<file path="src/rtl/vga_pkg.sv">
// Shared 640x480@60 VGA timing constants and the 10-bit screen coordinate type
// used by the timing generator, pixel generator and game-logic position registers.
package vga_pkg;

  localparam int COORD_W = 10;
  typedef logic [COORD_W-1:0] coord_t;

  localparam int PIX_DIV   = 4;

  localparam int H_VISIBLE = 640;
  localparam int H_FRONT   = 16;
  localparam int H_SYNC    = 96;
  localparam int H_BACK    = 48;
  localparam int H_TOTAL   = H_VISIBLE + H_FRONT + H_SYNC + H_BACK;

  localparam int V_VISIBLE = 480;
  localparam int V_FRONT   = 10;
  localparam int V_SYNC    = 2;
  localparam int V_BACK    = 33;
  localparam int V_TOTAL   = V_VISIBLE + V_FRONT + V_SYNC + V_BACK;

  localparam int H_SYNC_START = H_VISIBLE + H_FRONT;
  localparam int H_SYNC_END   = H_SYNC_START + H_SYNC;
  localparam int V_SYNC_START = V_VISIBLE + V_FRONT;
  localparam int V_SYNC_END   = V_SYNC_START + V_SYNC;

  // Half-open window test [lo, hi), used for the active-low sync pulses.
  function automatic logic in_span(coord_t x, coord_t lo, coord_t hi);
    return (x >= lo) && (x < hi);
  endfunction

endpackage

</file>
<file path="src/rtl/pix_clk_en.sv">
// Pixel-rate enable: a one-clk strobe every PIX_DIV clocks, first strobe in the
// PIX_DIV-th cycle after reset releases.
module pix_clk_en #(
  parameter int PIX_DIV = vga_pkg::PIX_DIV
) (
  input  logic clk,
  input  logic rst,
  output logic pix_en
);
  import vga_pkg::*;

  localparam int DIV_W = (PIX_DIV > 1) ? $clog2(PIX_DIV) : 1;
  localparam logic [DIV_W-1:0] DIV_LAST = DIV_W'(PIX_DIV - 1);

  logic [DIV_W-1:0] div_cnt;
  logic [DIV_W-1:0] div_next;

  always_comb begin
    div_next = (div_cnt == DIV_LAST) ? '0 : div_cnt + DIV_W'(1);
  end

  // pix_en is registered from div_next so it is high exactly while div_cnt == PIX_DIV-1.
  always_ff @(posedge clk) begin
    if (rst) begin
      div_cnt <= '0;
      pix_en  <= 1'b0;
    end else begin
      div_cnt <= div_next;
      pix_en  <= (div_next == DIV_LAST);
    end
  end

endmodule

</file>
<file path="src/rtl/vga_timing_gen.sv">
// VGA raster timing: scan counters plus registered visible/sync/frame-tick decode,
// all updated once per pixel strobe and aligned to the counts with zero skew.
module vga_timing_gen #(
  parameter int PIX_DIV   = vga_pkg::PIX_DIV,
  parameter int H_VISIBLE = vga_pkg::H_VISIBLE,
  parameter int H_FRONT   = vga_pkg::H_FRONT,
  parameter int H_SYNC    = vga_pkg::H_SYNC,
  parameter int H_BACK    = vga_pkg::H_BACK,
  parameter int V_VISIBLE = vga_pkg::V_VISIBLE,
  parameter int V_FRONT   = vga_pkg::V_FRONT,
  parameter int V_SYNC    = vga_pkg::V_SYNC,
  parameter int V_BACK    = vga_pkg::V_BACK
) (
  input  logic                        clk,
  input  logic                        rst,
  output logic                        pix_en,
  output logic [vga_pkg::COORD_W-1:0] h_cnt,
  output logic [vga_pkg::COORD_W-1:0] v_cnt,
  output logic                        valid,
  output logic                        hsync,
  output logic                        vsync,
  output logic                        frame_tick
);
  import vga_pkg::*;

  localparam coord_t H_LAST   = coord_t'(H_VISIBLE + H_FRONT + H_SYNC + H_BACK - 1);
  localparam coord_t V_LAST   = coord_t'(V_VISIBLE + V_FRONT + V_SYNC + V_BACK - 1);
  localparam coord_t H_VIS_C  = coord_t'(H_VISIBLE);
  localparam coord_t V_VIS_C  = coord_t'(V_VISIBLE);
  localparam coord_t H_SS     = coord_t'(H_VISIBLE + H_FRONT);
  localparam coord_t H_SE     = coord_t'(H_VISIBLE + H_FRONT + H_SYNC);
  localparam coord_t V_SS     = coord_t'(V_VISIBLE + V_FRONT);
  localparam coord_t V_SE     = coord_t'(V_VISIBLE + V_FRONT + V_SYNC);

  coord_t h_next;
  coord_t v_next;

  pix_clk_en #(
    .PIX_DIV (PIX_DIV)
  ) u_pix_clk_en (
    .clk    (clk),
    .rst    (rst),
    .pix_en (pix_en)
  );

  // Next scan position; the end-of-frame corner wraps both counters together.
  always_comb begin
    h_next = h_cnt;
    v_next = v_cnt;
    if (pix_en) begin
      if (h_cnt == H_LAST) begin
        h_next = '0;
        v_next = (v_cnt == V_LAST) ? '0 : v_cnt + coord_t'(1);
      end else begin
        h_next = h_cnt + coord_t'(1);
      end
    end
  end

  // Decode from the next counts so flags land in the same cycle as the counts they describe.
  always_ff @(posedge clk) begin
    if (rst) begin
      h_cnt      <= '0;
      v_cnt      <= '0;
      valid      <= 1'b1;
      hsync      <= 1'b1;
      vsync      <= 1'b1;
      frame_tick <= 1'b0;
    end else begin
      h_cnt      <= h_next;
      v_cnt      <= v_next;
      valid      <= (h_next < H_VIS_C) && (v_next < V_VIS_C);
      hsync      <= !in_span(h_next, H_SS, H_SE);
      vsync      <= !in_span(v_next, V_SS, V_SE);
      frame_tick <= pix_en && (h_next == '0) && (v_next == V_VIS_C);
    end
  end

endmodule

</file>
<file path="config.mk">
export PLATFORM = sky130hd
export DESIGN_NAME = vga_timing_gen
export DESIGN_NICKNAME = d
export VERILOG_FILES = /design/src/rtl/vga_pkg.sv /design/src/rtl/pix_clk_en.sv /design/src/rtl/vga_timing_gen.sv
export SDC_FILE = /design/constraint.sdc
export NUM_CORES = 1
export LEC_CHECK = 0
export CORE_UTILIZATION = 50
export DETAILED_ROUTE_END_ITERATION = 7
export GPL_ROUTABILITY_DRIVEN = 0
export PLACE_DENSITY_LB_ADDON = 0.08
export SLEW_MARGIN = 0
export SYNTH_ARGS = -nofsm -noshare
export SYNTH_HDL_FRONTEND = slang
export SYNTH_SLANG_ARGS = --single-unit
</file>
<file path="constraint.sdc">
create_clock -name clk -period 3.4 [get_ports clk]
set_clock_uncertainty 0.1 [all_clocks]
set_input_delay 1.02 -clock clk [delete_from_list [all_inputs] [get_ports clk]]
set_output_delay 1.02 -clock clk [all_outputs]
set_load 0.02 [all_outputs]
</file>
==> impl_metrics.json, run 1 <==
{
  "critPathKind": "register to register",
  "clk_latency_ps": 340,
  "avgRoutedWirePerCell_microns": 14.4,
  "drc_errors": 0,
  "clkTransAtPathRegs_ps": 150,
  "slew_viol_final": 0,
  "grtUsageMet1_pct": 25.9,
  "die_w_microns": 58.1,
  "switching_share_pct": 23.7,
  "p_leak_nw": 0.598,
  "worst_slew_pin_slew_ps": 432,
  "yosysTopAreaCell": "dfxtp_1",
  "overflow": 0,
  "start_util_pct": 54.7,
  "htreeDepth": 1,
  "worstPathRequired_ps": 3560,
  "pwr-share-clk_pct": 29.1,
  "fin_ws_ps": 624,
  "synth-seq-area-share_pct": 34.4,
  "syn-mean-instance-area_sq_um": 8.19,
  "rows": 19,
  "die_h_microns": 58.1,
  "die_area_sq_um": 3370,
  "fillers": 262,
  "synth_commonest_cells": "dfxtp_1 (27), nor2_1 (21), nand2_1 (16), nor3_1 (15), nand4_1 (12)",
  "vias": 1420,
  "num_antenna_cells": 0,
  "tritoncts": "built",
  "ir_worst_vdd_v": 0.000250,
  "seqPwrFrac_pct": 66.0,
  "antenna_found_initial": 0,
  "timing.final.crit_share_pct": 81.6,
  "clock_path_buffers": 2,
  "power.switching_uw": 117,
  "pwr-share-comb_pct": 4.9,
  "synthToLayoutAreaGrowth_pct": 18.6,
  "ys_seq_elements": 27,
  "ys.flop_type": "dfxtp_1",
  "relSlewSlack_pct": 71.0,
  "synth_edf_count": 0,
  "hold_class": "register to register",
  "timing.fmax_mhz": 360,
  "async_flop_share_pct": 0,
  "grt_pass1_wl_microns": 5790,
  "final-hold-violation-count": 0,
  "pin_count": 27,
  "grt_pass1_vias": 1325,
  "clock-root-buffer": "clkbuf_4",
  "cp.arrival_ps": 2930,
  "p_per_area_nw_per_um2": 266,
  "max_cap_viol_count": 0,
  "period_needed_ps": 2780,
  "post_cts_buffers": 0,
  "ys_types": 48,
  "dp_hpwl_microns": 2790,
  "grt_max_degree": 15,
  "drtIter0Drc": 79,
  "status": "complete, no violations",
  "dp_slack_ps": 667,
  "drive_above_1_share_pct": 6.67,
  "cts_buffers": 3,
  "synth_area_leaders": "dfxtp_1 (34%), xnor2_1 (5.6%), nor2_1 (5.0%)",
  "drtPass1Iterations": 4,
  "p_int_uw": 378,
  "coreArea_sq_um": 2880,
  "clkSinkCount": 27,
  "critPathCaptureType": "register",
  "antenna_left": 0,
  "io_buffers": 26,
  "rsz0062_at_grt": "false",
  "synth_fp_nets": 199,
  "synthCells": 192,
  "ctsResizeCount": 0,
  "yosys_warnings": 0,
  "synth_most_common_cell": "dfxtp_1",
  "cts_hold_buf": 0,
  "start_kind": "register",
  "via_per_inst": 5.63,
  "finalSetupTns_ps": 0,
  "grt_usage_pct": 22.5,
  "fin_nets": 218,
  "setup_violations": 0,
  "grt_util_met2_pct": 41.9,
  "grt.met3_usage_pct": 4.91,
  "wirelength_microns": 3620,
  "grt_busiest_layer": "met2",
  "cp_max_fo": 9,
  "synth_area_sq_um": 1570,
  "synth_top_area_share_pct": 34.4
}
## routing by layer
| metal | wire length [microns] | vias up |
|---|---|---|
| li1 | - | 715 |
| met2 | 1820 | 50 |
| met5 | 0 | - |
| met1 | 1570 | 649 |
| met3 | 193 | 6 |
| met4 | 38 | 0 |
## path summary, 6_finish.rpt
check / from / endpoint / slack [ps] / cells past startpoint
setup reg to reg: h_cnt[0] / frame_tick / 620 / 7
setup / recovery: h_cnt[0] / frame_tick / 620 / 7
hold reg to reg: u_pix_clk_en.div_cnt[0] / u_pix_clk_en.div_cnt[0] / 370 / 1
hold / removal: u_pix_clk_en.div_cnt[0] / u_pix_clk_en.div_cnt[0] / 370 / 1
## cell families after synthesis
logic type      share of synthesized area (%)
compound gates                           11.8
xor+xnor                                 9.47
fa+ha+maj                                3.98
buf+inv                                  5.81
flops                                    34.4
mux                                      1.91
simple gates                             32.7
## cells in the final DEF (no fill, tap or decap), types with 4 or more instances in the layout
master / netlist / final
a21oi_1: 4 / 4
clkdlybuf4s50_1: 0 / 26
dfxtp_1: 27 / 27
ha_1: 5 / 5
inv_1: 8 / 8
nand2_1: 16 / 16
nand3_1: 4 / 4
nand4_1: 12 / 12
nor2_1: 21 / 21
nor2b_1: 4 / 4
nor3_1: 15 / 15
o21ai_0: 4 / 4
xnor2_1: 10 / 10
xor2_1: 7 / 7
## flip-flops by register name, summed over array words and instances, names as in the netlist
name	flops
valid	1
u_pix_clk_en.div_cnt	2
v_cnt	10
frame_tick	1
h_cnt	10
hsync	1
u_pix_clk_en.pix_en	1
vsync	1
## cell type report
class / count / area (sq um) / area share [%]
clock buffer: 4 / 26.3 / 1.41
sequential: 27 / 541 / 29.0
inverter: 8 / 30.0 / 1.61
multi-input combinational: 143 / 941 / 50.4
tap: 42 / 52.6 / 2.82
timing repair buffer: 28 / 275 / 14.8
## per-stage QoR
step           hold WS (ps)  power, mW  instance area [sq um]  std cells  utilization, %
3_5_place_dp            352      0.358                   1840        248            63.9
6_report                368      0.496                   1870        252            64.9
5_1_grt                 407      0.514                   1870        252            64.9
2_1_floorplan           328      0.349                   1570        192               -
4_1_cts                 371      0.498                   1870        252            64.9
3_3_place_gp            336      0.357                   1840        248            63.9
## critical path, cell delays in order (launching register included)
cell and delay [ps]:
dfxtp_1 510, ha_1 350, nand4_1 360, nor4_4 510
mux2i_1 230, nor2_1 80, nor3_1 270, nor4b_2 270
## power by group through the flow
stage | clock [mW] | combinational (mW) | sequential [mW]
after floorplan | 0 | 0.0154 | 0.334
after global placement | 0 | 0.0231 | 0.334
after detailed placement | 0 | 0.0240 | 0.334
after CTS | 0.147 | 0.0244 | 0.327
after global routing | 0.159 | 0.0267 | 0.329
final | 0.144 | 0.0244 | 0.327
Note: power is estimated with default switching activity, not from simulation.
==> run 2, diff against run 1 <==
--- a/config.mk
+++ b/config.mk
@@ -5,7 +5,7 @@
 export SDC_FILE = /design/constraint.sdc
 export NUM_CORES = 1
 export LEC_CHECK = 0
-export CORE_UTILIZATION = 50
+export CORE_UTILIZATION = 47
 export DETAILED_ROUTE_END_ITERATION = 7
 export GPL_ROUTABILITY_DRIVEN = 0
 export PLACE_DENSITY_LB_ADDON = 0.08
==> constraint.sdc (replaced) <==
create_clock -name clk -period 2.3 [get_ports clk]
set_clock_uncertainty 0.1 [all_clocks]
set_input_delay 0.69 -clock clk [delete_from_list [all_inputs] [get_ports clk]]
set_output_delay 0.69 -clock clk [all_outputs]
set_load 0.02 [all_outputs]
==> impl_metrics.json, run 2 (same netlist as run 1, synthesis figures left out) <==
{
  "drtIter0Drc": 81,
  "dp_cells": 278,
  "grt_pass1_wl_microns": 6830,
  "die_h_microns": 59.8,
  "timing.fmax_mhz": 438,
  "hold_ws_ps": 389,
  "num_antenna_cells": 0,
  "fin_nets": 248,
  "hold_depth": 1,
  "final-hold-violation-count": 0,
  "slew_viol_final": 0,
  "clkSinkCount": 27,
  "wirelength_microns": 4430,
  "drtPass1Iterations": 4,
  "antenna_found_initial": 0,
  "r2r_slack_ps": 20,
  "timing.final.crit_share_pct": 99.4,
  "die_w_microns": 59.8,
  "clock-root-buffer": "clkbuf_4",
  "cts_buffers": 3,
  "io_buffers": 26,
  "path_cells": "clkdlybuf4s50_1",
  "tritoncts": "built",
  "p_leak_nw": 0.942,
  "critPathCaptureType": "primary output",
  "htreeDepth": 1,
  "met1_length_microns": 2080,
  "p_per_area_nw_per_um2": 344,
  "relSlewSlack_pct": 70.2,
  "status": "complete, no violations",
  "r2r_end": "vsync",
  "fin_cells": 284,
  "grt_usage_pct": 25.8,
  "rows": 20,
  "critPathKind": "register to primary output",
  "fin_util_pct": 69.9,
  "hold_start": "u_pix_clk_en.div_cnt[0]",
  "rsz0062_at_grt": "true",
  "max_cap_viol_count": 0,
  "path_buf_inv": 1,
  "worstPathRequired_ps": 1510,
  "start_kind": "register",
  "grt_pass1_vias": 1434,
  "cp.arrival_ps": 1500,
  "drive_above_1_share_pct": 22.1,
  "antenna_left": 0,
  "final_common_cell": "buf_4",
  "wl_met2_microns": 2110,
  "die_area_sq_um": 3580,
  "setup_violations": 0,
  "grt_max_degree": 15,
  "clk_latency_ps": 340,
  "fillers": 272,
  "worstHoldEndpoint": "u_pix_clk_en.div_cnt[0]",
  "vias": 1575,
  "cp_top_family": "buffers and inverters",
  "clock_path_buffers": 2,
  "overflow": 0,
  "start_util_pct": 50.7,
  "layout_common_cells": "buf_4 (32), dfxtp_1 (23), nor2_1 (21)",
  "reg2reg_depth": 6,
  "max_stage_delay_ps": 660,
  "coreArea_sq_um": 3100,
  "rr_startpoint": "h_cnt[5]",
  "period_needed_ps": 2290,
  "pin_count": 27,
  "ir_worst_vdd_v": 0.000400,
  "cp_slowest_cell": "clkdlybuf4s50_1",
  "worst_slew_pin_slew_ps": 442,
  "met3_wirelength_microns": 210,
  "cp_max_fo": 4,
  "highest_layer": "met4",
  "reg_top3": "h_cnt (10), v_cnt (10), u_pix_clk_en.div_cnt (2)",
  "dp_hpwl_microns": 3320,
  "synthToLayoutAreaGrowth_pct": 37.9,
  "clkTransAtPathRegs_ps": 150,
  "drc_errors": 0,
  "via_per_inst": 5.55,
  "avgRoutedWirePerCell_microns": 15.6,
  "hold_class": "register to register"
}
==> run 2: worst max-delay path by stage <==
stage	to	slack [ps]	depth (start not counted)	from
2_1_floorplan	frame_tick	-60	9	h_cnt[0]
3_3_place_gp	frame_tick	-50	6	h_cnt[5]
3_5_place_dp	vsync	-150	6	h_cnt[5]
4_1_cts	frame_tick	6	8	h_cnt[1]
5_1_grt	valid	-90	7	h_cnt[5]
6_report	v_cnt[4]	10	1	v_cnt[4]
==> run 2: cell type report <==
class                           count  area (sq um)  share of cell area, %
Multi-Input combinational cell    143           983                   45.4
Timing Repair Buffer               58           523                   24.1
Inverter                            8          30.0                   1.38
Tap cell                           44          55.1                   2.54
Sequential cell                    27           551                   25.4
Clock buffer                        4          26.3                   1.21
==> run 2: power by group <==
group	internal (mW)	switching (mW)
registers	0.473	0.00568
logic	0.0242	0.0254
clock network	0.0682	0.149
==> run 2: per-layer routing <==
metal  vias up  GRT usage (%)
met5         -              0
met4         0           7.31
met3         3           4.76
met2        60           39.7
met1       740           36.6
li1        772              -
==> run 2: through the flow <==
| step | cell area [sq um] | setup WS, ps | TNS [ps] | power (mW) |
|---|---|---|---|---|
| 2_1_floorplan | 1590 | -64.0 | -64.0 | 0.515 |
| 3_3_place_gp | 2070 | -50.4 | -71.9 | 0.535 |
| 3_5_place_dp | 2070 | -146 | -281 | 0.538 |
| 4_1_cts | 2100 | 6.22 | 0 | 0.745 |
| 5_1_grt | 2170 | -92.5 | -246 | 0.774 |
| 6_report | 2170 | 14.6 | 0 | 0.746 |
==> run 2: repair_timing <==
item | CTS | global route
hold buffers | 0 | 0
setup endpoints to repair | 3 | 12
pin swaps | 0 | 7
buffers inserted | 0 | 2
gates resized for setup | 3 | 15
cloned | 0 | 0
==> run 2: worst reg2reg max path, stage by stage, from the launching register on <==
cell       delay [ps]
dfxtp_1           340
or4b_4            600
or3_1             410
nor3_2            170
inv_1              80
a21oi_1           270
o2111ai_1         180
==> run 3, diff against run 2 <==
--- a/config.mk
+++ b/config.mk
@@ -5,6 +5,7 @@
 export SDC_FILE = /design/constraint.sdc
 export NUM_CORES = 1
 export LEC_CHECK = 0
+export CORE_MARGIN = 5
 export CORE_UTILIZATION = 47
 export DETAILED_ROUTE_END_ITERATION = 7
 export GPL_ROUTABILITY_DRIVEN = 0
==> impl_metrics.json, run 3 (same netlist as run 1, synthesis figures left out) <==
{
  "status": "complete, no violations",
  "antenna_found_initial": 0,
  "clock-root-buffer": "clkbuf_4",
  "hold_ws_ps": 362,
  "path_cells": "buf_4 > clkdlybuf4s50_1",
  "layout_common_cells": "buf_4 (27), nor2_1 (21), dfxtp_1 (21), clkdlybuf4s50_1 (21), nand2_1 (16)",
  "pin_count": 27,
  "cp_slowest_cell": "clkdlybuf4s50_1",
  "wirelength_microns": 3990,
  "r2r_end": "frame_tick",
  "fin_util_pct": 64.7,
  "hold_start": "u_pix_clk_en.div_cnt[0]",
  "overflow": 0,
  "worstPathRequired_ps": 1510,
  "fin_nets": 243,
  "cp_max_fo": 6,
  "cp.arrival_ps": 1460,
  "vias": 1544,
  "hold_depth": 1,
  "coreArea_sq_um": 3280,
  "critPathCaptureType": "primary output",
  "cts_buffers": 3,
  "drc_errors": 0,
  "worstHoldEndpoint": "u_pix_clk_en.div_cnt[0]",
  "drtPass1Iterations": 4,
  "clkTransAtPathRegs_ps": 160,
  "die_h_microns": 67.8,
  "max_cap_viol_count": 0,
  "fin_ws_ps": 52.0,
  "start_kind": "register",
  "synthToLayoutAreaGrowth_pct": 35.2,
  "path_buf_inv": 2,
  "setup_violations": 0,
  "tritoncts": "built",
  "avgRoutedWirePerCell_microns": 14.2,
  "dp_hpwl_microns": 3110,
  "timing.fmax_mhz": 445,
  "drtIter0Drc": 115,
  "r2r_slack_ps": 90,
  "reg2reg_depth": 6,
  "rows": 21,
  "reg_top3": "h_cnt (10), v_cnt (10), u_pix_clk_en.div_cnt (2)",
  "worst_slew_pin_slew_ps": 392,
  "cp_top_family": "buffers and inverters",
  "p_leak_nw": 0.834,
  "cts_hold_buf": 0,
  "antenna_left": 0,
  "relSlewSlack_pct": 73.7,
  "period_needed_ps": 2250,
  "num_antenna_cells": 0,
  "critPathKind": "register to primary output",
  "drive_above_1_share_pct": 22.1,
  "grt_max_degree": 17,
  "rr_startpoint": "h_cnt[5]",
  "final-hold-violation-count": 0,
  "dp_slack_ps": -27.0,
  "start_util_pct": 47.9,
  "grt_pass1_vias": 1520,
  "timing.final.crit_share_pct": 97.7,
  "io_buffers": 26,
  "slew_viol_final": 0,
  "p_per_area_nw_per_um2": 353,
  "die_area_sq_um": 4600,
  "clock_path_buffers": 2,
  "crit_start": "v_cnt[7]",
  "via_per_inst": 5.49,
  "grt_usage_pct": 19.4,
  "final_common_cell": "buf_4",
  "clkSinkCount": 27,
  "hold_class": "register to register",
  "clk_latency_ps": 330,
  "htreeDepth": 1,
  "grt_pass1_wl_microns": 6910,
  "ir_worst_vdd_v": 0.000273,
  "die_w_microns": 67.8,
  "max_stage_delay_ps": 600
}
==> run 3: report_power, final <==
part | switching (mW) | internal, mW | leakage (nW)
Combinational | 0.0241 | 0.0242 | 0.594
Clock | 0.154 | 0.0680 | 0.0183
Sequential | 0.00716 | 0.474 | 0.222
==> run 3: how the worst max path moves through the flow <==
stage	to	slack [ps]	cells after the start
floorplan	frame_tick	-60	9
global placement	vsync	10	6
detailed placement	vsync	-30	6
CTS	h_cnt[4]	3	1
global route	valid	-3	5
finish	v_cnt[7]	50	2
==> run 3: routing by layer <==
layer	GRT usage, %	vias to the layer above	share of wire (%)
met5	0	-	0
met4	7.94	0	2.3
met3	2.30	10	3.1
met2	33.5	33	52
met1	24.3	740	43
li1	-	761	-
==> run 3: final cells by class <==
cell class	count	area, sq um
Clock buffer	3	22.5
Clock inverter	1	6.26
Fill cell	292	1160
Inverter	8	30.0
Multi-Input combinational cell	143	981
Sequential cell	27	553
Tap cell	46	57.6
Timing Repair Buffer	53	475
==> run 3: per-stage QoR <==
stage	setup TNS [ps]	instances	cell area (sq um)	power, mW
5_1_grt	-3.47	281	2130	0.782
6_report	0	281	2130	0.751
4_1_cts	0	279	2070	0.752
3_3_place_gp	0	275	2030	0.533
2_1_floorplan	-64.0	192	1590	0.515
3_5_place_dp	-27.0	275	2030	0.535
==> run 3: timing repair <==
| item | CTS | global route |
|---|---|---|
| setup buffers | 0 | 2 |
| resized for setup | 2 | 13 |
| pin swaps | 1 | 1 |
| setup endpoints to repair | 3 | 11 |
